$ cat config.mk
export PLATFORM = sky130hd
export DESIGN_NAME = fetch_queue_flat
export DESIGN_NICKNAME = d
export VERILOG_FILES = /design/src/rtl/fetch_queue_if.sv /design/src/rtl/fetch_queue.sv /design/src/flat_wrapper.sv
export SDC_FILE = /design/constraint.sdc
export NUM_CORES = 1
export LEC_CHECK = 0
export ABC_AREA = 1
export CORE_UTILIZATION = 58
export CTS_CLUSTER_DIAMETER = 80
export CTS_CLUSTER_SIZE = 28
export DETAILED_ROUTE_END_ITERATION = 8
export GPL_ROUTABILITY_DRIVEN = 0
export HOLD_SLACK_MARGIN = 0.1
export PLACE_DENSITY = 0.86
export SLEW_MARGIN = 20
export SYNTH_ARGS = -nofsm -noshare
export SYNTH_HDL_FRONTEND = slang
export SYNTH_SLANG_ARGS = --single-unit
$ cat constraint.sdc
create_clock -name clk -period 24.6 [get_ports clk]
set_clock_uncertainty 0.2 [all_clocks]
set_input_delay 4.92 -clock clk [delete_from_list [all_inputs] [get_ports clk]]
set_output_delay 4.92 -clock clk [all_outputs]
set_load 0.01 [all_outputs]
$ cat src/rtl/fetch_queue_if.sv
// Fetch queue bus: instruction-memory request side and decode side.
// master = fetch_queue, slave = memory/decode environment.
interface fetch_queue_if #(
  parameter int bit_size  = 18,
  parameter int inst_size = 32
);
  logic                 imem_req;
  logic [bit_size-1:0]  imem_addr;
  logic                 imem_ack;
  logic [inst_size-1:0] imem_rdata;
  logic                 inst_valid;
  logic [inst_size-1:0] inst;
  logic [bit_size-1:0]  inst_pc;
  logic                 inst_ready;

  modport master (
    output imem_req,
    output imem_addr,
    input  imem_ack,
    input  imem_rdata,
    output inst_valid,
    output inst,
    output inst_pc,
    input  inst_ready
  );

  modport slave (
    input  imem_req,
    input  imem_addr,
    output imem_ack,
    output imem_rdata,
    input  inst_valid,
    input  inst,
    input  inst_pc,
    output inst_ready
  );
endinterface

$ cat src/rtl/fetch_queue.sv
// Fetch stage: one outstanding imem request, {pc,inst} FIFO, next-PC.
// Optional FETCH_BYPASS_EN: empty-queue fetch data goes straight to decode.
module fetch_queue #(
  parameter int bit_size  = 18,
  parameter int inst_size = 32,
  parameter int depth     = 4
) (
  input  logic                clk,
  input  logic                rst,
  input  logic [bit_size-1:0] pc_in,
  output logic [bit_size-1:0] pc_next,
  input  logic                flush,
  input  logic [bit_size-1:0] flush_target,
  fetch_queue_if.master       bus
);
  localparam int AW = $clog2(depth);
  localparam int CW = AW + 1;

  typedef enum logic [1:0] {
    IDLE,
    FETCH,
    DROP
  } state_t;

  state_t              state_q, state_d;
  logic [CW-1:0]       count_q, count_d;
  logic [AW-1:0]       wr_q, wr_d;
  logic [AW-1:0]       rd_q, rd_d;
  logic [bit_size-1:0] drop_q, drop_d;

  logic [bit_size-1:0]  pc_mem_q   [depth];
  logic [inst_size-1:0] inst_mem_q [depth];

  logic push;
  logic wr;
  logic pop;
`ifdef FETCH_BYPASS_EN
  logic byp;
`endif

  always_comb begin
    push = (state_q == FETCH) && bus.imem_ack && !flush;
    pop  = (count_q != '0) && bus.inst_ready && !flush;
    bus.imem_req  = (state_q != IDLE);
    bus.imem_addr = (state_q == DROP) ? drop_q : pc_in;
`ifdef FETCH_BYPASS_EN
    // A bypassed and accepted instruction never occupies a slot
    byp = push && (count_q == '0);
    wr  = push && !(byp && bus.inst_ready);
    bus.inst_valid = (count_q != '0) || byp;
    bus.inst    = byp ? bus.imem_rdata : inst_mem_q[rd_q];
    bus.inst_pc = byp ? pc_in : pc_mem_q[rd_q];
`else
    wr = push;
    bus.inst_valid = (count_q != '0);
    bus.inst    = inst_mem_q[rd_q];
    bus.inst_pc = pc_mem_q[rd_q];
`endif
  end

  always_comb begin
    count_d = count_q;
    wr_d    = wr_q;
    rd_d    = rd_q;
    drop_d  = drop_q;
    state_d = state_q;
    pc_next = pc_in;
    if (flush) begin
      count_d = '0;
      wr_d    = '0;
      rd_d    = '0;
      pc_next = flush_target;
    end else begin
      count_d = count_q + CW'(wr) - CW'(pop);
      if (wr)   wr_d = wr_q + AW'(1);
      if (pop)  rd_d = rd_q + AW'(1);
      if (push) pc_next = pc_in + bit_size'(4);
    end
    unique case (state_q)
      IDLE: begin
        if (flush || count_d < CW'(depth))
          state_d = FETCH;
      end
      FETCH: begin
        // Unacked request at flush must still complete at its address
        if (flush) begin
          if (!bus.imem_ack) begin
            state_d = DROP;
            drop_d  = pc_in;
          end
        end else if (push && count_d == CW'(depth)) begin
          state_d = IDLE;
        end
      end
      DROP: begin
        if (bus.imem_ack) state_d = FETCH;
      end
      default: state_d = IDLE;
    endcase
  end

  always_ff @(posedge clk or posedge rst) begin
    if (rst) begin
      state_q <= IDLE;
      count_q <= '0;
      wr_q    <= '0;
      rd_q    <= '0;
      drop_q  <= '0;
    end else begin
      state_q <= state_d;
      count_q <= count_d;
      wr_q    <= wr_d;
      rd_q    <= rd_d;
      drop_q  <= drop_d;
    end
  end

  always_ff @(posedge clk or posedge rst) begin
    if (rst) begin
      for (int i = 0; i < depth; i++) begin
        pc_mem_q[i]   <= '0;
        inst_mem_q[i] <= '0;
      end
    end else if (wr) begin
      pc_mem_q[wr_q]   <= pc_in;
      inst_mem_q[wr_q] <= bus.imem_rdata;
    end
  end
endmodule

$ cat src/flat_wrapper.sv
// flat-port wrapper written by rule: the top's interface ports become plain ports
module fetch_queue_flat 
#(
  parameter int bit_size  = 18,
  parameter int inst_size = 32,
  parameter int depth     = 4
)
  (clk, rst, pc_in, pc_next, flush, flush_target, bus_imem_req, bus_imem_addr, bus_imem_ack, bus_imem_rdata, bus_inst_valid, bus_inst, bus_inst_pc, bus_inst_ready);
  fetch_queue_if #(.bit_size(bit_size), .inst_size(inst_size)) bus_i ();
  input  logic clk;
  input  logic rst;
  input  logic [bit_size-1:0] pc_in;
  output logic [bit_size-1:0] pc_next;
  input  logic flush;
  input  logic [bit_size-1:0] flush_target;
  output wire logic [$bits(bus_i.imem_req)-1:0] bus_imem_req;
  output wire logic [$bits(bus_i.imem_addr)-1:0] bus_imem_addr;
  input wire logic [$bits(bus_i.imem_ack)-1:0] bus_imem_ack;
  input wire logic [$bits(bus_i.imem_rdata)-1:0] bus_imem_rdata;
  output wire logic [$bits(bus_i.inst_valid)-1:0] bus_inst_valid;
  output wire logic [$bits(bus_i.inst)-1:0] bus_inst;
  output wire logic [$bits(bus_i.inst_pc)-1:0] bus_inst_pc;
  input wire logic [$bits(bus_i.inst_ready)-1:0] bus_inst_ready;
  assign bus_imem_req = bus_i.imem_req;
  assign bus_imem_addr = bus_i.imem_addr;
  assign bus_i.imem_ack = bus_imem_ack;
  assign bus_i.imem_rdata = bus_imem_rdata;
  assign bus_inst_valid = bus_i.inst_valid;
  assign bus_inst = bus_i.inst;
  assign bus_inst_pc = bus_i.inst_pc;
  assign bus_i.inst_ready = bus_inst_ready;
  fetch_queue #(.bit_size(bit_size), .inst_size(inst_size), .depth(depth)) u_core (.clk(clk), .rst(rst), .pc_in(pc_in), .pc_next(pc_next), .flush(flush), .flush_target(flush_target), .bus(bus_i));
endmodule
# After elaboration in Yosys (flattened, before gate mapping)
# Index checks and enable logic that the tools add are counted.
# classes
addsub,5
order_cmp,4
n_eq_ne,7
n_mux,26
n_bitwise,3
n_reduce_logical,15
# op_table
cell,n
bitwise mux 128 bit,1
two-way mux 18 bit,6
two-way mux 32 bit,3
bitwise mux 72 bit,1
binary-select mux 32 bit (select 2 bit),1
demux 32 bit (select 2 bit),1
binary-select mux 18 bit (select 2 bit),1
demux 18 bit (select 2 bit),1
adder 18 x 3 -> 18 bit (second input constant),1
two-way mux 2 bit,9
greater-or-equal comparator 3 bit (second input constant),2
logical AND 1 bit,6
inequality test 3 bit (second input constant),2
inverter 2 -> 3 bit,2
case mux 2 bit (3 select lines),1
nonzero test 2 bit,3
adder 2 x 1 -> 2 bit (second input constant),2
AND reduction 4 bit,1
adder 3 x 1 -> 3 bit,1
== test 3 bit (second input constant),1
less-than comparator 3 x 1 -> 1 bit (second input constant),1
less-than comparator 3 bit (second input constant),1
two-way mux 3 bit,1
AND reduction 3 bit,1
other kinds (10),10
# word_totals
register_bits,227
elab_cells,73

# Logic depth before layout (Yosys ltp)
# logic_depth
word_depth,11
ltp_mapped,17
mapped_depth_nobuf,17

# Least setup slack after synthesis
# Ideal clock, no wire load.
# synth_path
path_kind,in2out
startpoint,in pc_in[2]
endpoint,out pc_next[10]
arrival_ns,5.920
slack_ns,13.560
cell_stages,9
n_path_buf,0
cell_sequence,ha_1 -> nand2_1 -> nor2_1 -> nand2_1 -> nor2_4 -> nand2_1 -> inv_1 -> nand2_1 -> a21oi_1
# synth_via
elab_chain_len,3
# synth_rtl
element,line,text
from (decl),flat_wrapper.sv:12,input logic [bit_size-1:0] pc_in;
adder 18 x 3 -> 18 bit,fetch_queue.sv:77,if (push) pc_next = pc_in + bit_size'(4);
two-way mux 18 bit,fetch_queue.sv:77,
two-way mux 18 bit,fetch_queue.sv:68,if (flush) begin
to (decl),flat_wrapper.sv:13,output logic [bit_size-1:0] pc_next;
# No other way between the ends.

# Final worst setup path
# layout_path
startpoint,in flush
endpoint,out pc_next[9]
# layout_via
elab_chain_len,4
# layout_rtl
element,line,text
from (decl),flat_wrapper.sv:14,input logic flush;
zero test 1 bit,fetch_queue.sv:42,push = (state_q == FETCH) && bus.imem_ack && !flush;
logical AND 1 bit,fetch_queue.sv:42,
two-way mux 18 bit,fetch_queue.sv:77,
two-way mux 18 bit (*),fetch_queue.sv:68,
# Every way passes the cells marked *; elsewhere a longest branch is shown, timed or not.

==> impl_metrics.yaml <==
status:
  outcome: "complete, no violations"
floorplan:
  start_util_pct: 60.0
  die_w_um: 136
  dieHeight_um: 136
  fp-row-count: 48
  dieArea_um2: 18600
  core_um2: 17500
  ios: 161
route:
  first_pass_iters: 6
  vias: 9055
  wl_um: 25100
  wl_per_cell_um: 15.7
  final_antenna_net_count: 0
  drcViolationCount: 0
  via_per_inst: 5.67
  drt_iter0_drc: 882
yosys:
  yosysTopAreaCell: "dfrtp_1"
  avgSynthCellArea_um2: 8.29
  synthesis.area_um2: 10500
  synth_seq_area_share_pct: 54.2
  synth_cell_types: 31
  synth_top_family_by_area: "compound AO/OA/AOI/OAI gates"
  synth_compound_area_share_pct: 20.3
  ys_ff_latch: 227
  synth.mux.area_fraction_pct: 0
  syn_inst: 1265
  synthAdderAreaFrac_pct: 1.03
  yosysWarnings: 0
  yosys.area_share.simple_pct: 17.4
  yosys-top-cells-area: "dfrtp_1 54%, o21ai_0 16%, nand2_1 11%"
  synth_top_area_share_pct: 54.2
  synth-xor-area-share_pct: 0.251
  syn_nets: 1346
critical_path:
  cp_common_cell: "clkdlybuf4s50_1"
  critical_path_required_ns: 19.48
  start_kind: "primary input"
  cp_top_family: "buffers and inverters"
  crit_buf_inv: 3
  slowest_stage: "clkdlybuf4s50_1"
  worst-path-max-fanout: 30
  cp_cell_sequence: "clkdlybuf4s50_1 > clkinv_1 > nand3_4 > nor2_1 > xor2_1 > o21ai_0 > clkdlybuf4s50_1"
  critPathMaxStageDelay_ns: 1.12
  critPathArrivalTime_ns: 8.26
  endpoint_kind: "primary output"
  crit_type: "in2out"
  ff2ff_setup_slack_ns: 21.92
place:
  placed_area_um2: 12000
  io_buffers: 160
  post-dp-hpwl_um: 15100
  dp_slack_ns: 11.25
final_layout:
  fin_nets: 1446
  syn2layout_area_growth_pct: 18.4
  final_area_um2: 12400
  final-seq-area_um2: 5680
  multi_input_area_um2: 4090
  utilization_pct: 71.0
  layout-drive-gt1-share_pct: 3.06
  fill_cells: 1364
sta:
  min_period_ns: 13.38
  finalSetupViolations: 0
  rsz0062_at_grt: "false"
  worstMarginPinSlew_ns: 1.04
  slew_headroom_pct: 30.5
  timing.final.crit_share_pct: 54.4
  timing.fmax_mhz: 74.8
  setup_ws_ns: 11.22
  final_max_slew_viol_count: 0
  hold_violations: 0
  tns_ns: 0
flow_run:
  cap_violations: 0
cts:
  cts_tree: "built"
  path_clk_slew_ns: 0.09
  hold_buffers: 0
  cts.repair.resized: 0
  cts_sinks: 227
  htree_levels: 1
  clk_latency_ns: 0.50
  post-cts-setup-buffers: 0
  cts_root_buf: "clkbuf_16"
  cts_inserted_buffers: 13
  clock_path_buffers: 3
global_routing:
  antenna_found_initial: 1
  grt_usage_pct: 28.1
  grt_pass1_wl_um: 41600
  grt_pass1_vias: 8637
  grt-ovfl-total: 0
  grt_max_degree: 102
power:
  power.density_nw_per_um2: 110
  fin_total_pwr_uw: 1360
  ir_drop_mv: 0.0749
  total_leakage_power_uw: 0.00577
min_path:
  min_path_type: "reg2reg"
where the power goes:
part	leakage [µW]	switching [µW]	internal (µW)	total (µW)
sequential	0.00301	67.3	499	566
combinational	0.00256	301	264	565
clock	0.000199	129	103	232
total	0.00577	498	866	1360
flip-flops by register name, indices dropped and copies added (netlist names):
name               flops
u_core.state_q         2
u_core.rd_q            2
u_core.inst_mem_q    128
u_core.count_q         3
u_core.pc_mem_q       72
u_core.wr_q            2
u_core.drop_q         18
final cells by class:
| type | instances | share of cell area [%] |
|---|---|---|
| flip-flops and latches | 227 | 45.8 |
| multi-input cells | 881 | 32.9 |
| repair buffers | 169 | 13.4 |
| clock buffers | 14 | 2.65 |
| inverters | 73 | 2.31 |
| well taps | 225 | 2.27 |
| clock inverters | 8 | 0.595 |
| diodes | 1 | 0.0202 |
layer usage:
layer  vias up  routed length [µm]  track usage (%)
met5         -                   0                0
met2       313               11900             45.5
li1       4386                   -                -
met4         0                 655             8.95
met3        47                1850             5.59
met1      4309               10800             38.0
worst min-delay path, stage by stage, from the launching register on:
cell and delay (ns):
dfrtp_1 0.35, nand2_1 0.05, o21ai_0 0.05
Yosys cell counts (all sizes together):
| cell type | n |
|---|---|
| a31oi | 1 |
| dfrtp | 227 |
| ha | 7 |
| nor2 | 118 |
| o21ai | 348 |
| or2 | 1 |
| clkbuf | 52 |
| o211ai | 3 |
| o22ai | 50 |
| inv | 72 |
| clkinv | 1 |
| nand2 | 311 |
| xor2 | 3 |
| nand4 | 4 |
| fa | 1 |
| buf | 32 |
| nor3 | 5 |
| nand3 | 20 |
| a21oi | 8 |
| o31ai | 1 |
layout by cell type, fill, tap and decap left out, types with 8 or more instances in the layout:
cell	Yosys	final
o21ai_0	331	331
nand2_1	307	307
dfrtp_1	227	226
clkdlybuf4s50_1	0	160
nor2_1	115	115
inv_1	71	69
o22ai_1	50	50
nand3_1	19	19
o21ai_1	17	17
clkbuf_16	0	13
buf_4	2	9
a21oi_1	8	8
metrics by stage:
step,hold slack [ns],instances
after global routing,0.308,1597
final,0.287,1598
after floorplan,0.248,1265
after global placement,0.261,1575
after CTS,0.291,1597
after detailed placement,0.268,1575
final timing paths:
path	cells after the start	end	start
setup / recovery	7	pc_next[9]	flush
setup reg to reg	16	u_core.state_q[1]	u_core.count_q[2]
max in group asynchronous	3	u_core.inst_mem_q[54]	rst
min in group asynchronous	2	u_core.inst_mem_q[31]	rst
hold / removal	2	u_core.pc_mem_q[46]	u_core.pc_mem_q[46]
hold reg to reg	2	u_core.pc_mem_q[46]	u_core.pc_mem_q[46]
cell families after synthesis:
logic type	after synthesis
AND/OR/NAND/NOR	459
AO/OA/AOI/OAI	411
flip-flops	227
buffers and inverters	157
adder cells (fa/ha/maj)	8
XOR/XNOR	3
No activity file was read; power rests on OpenSTA's default activity.
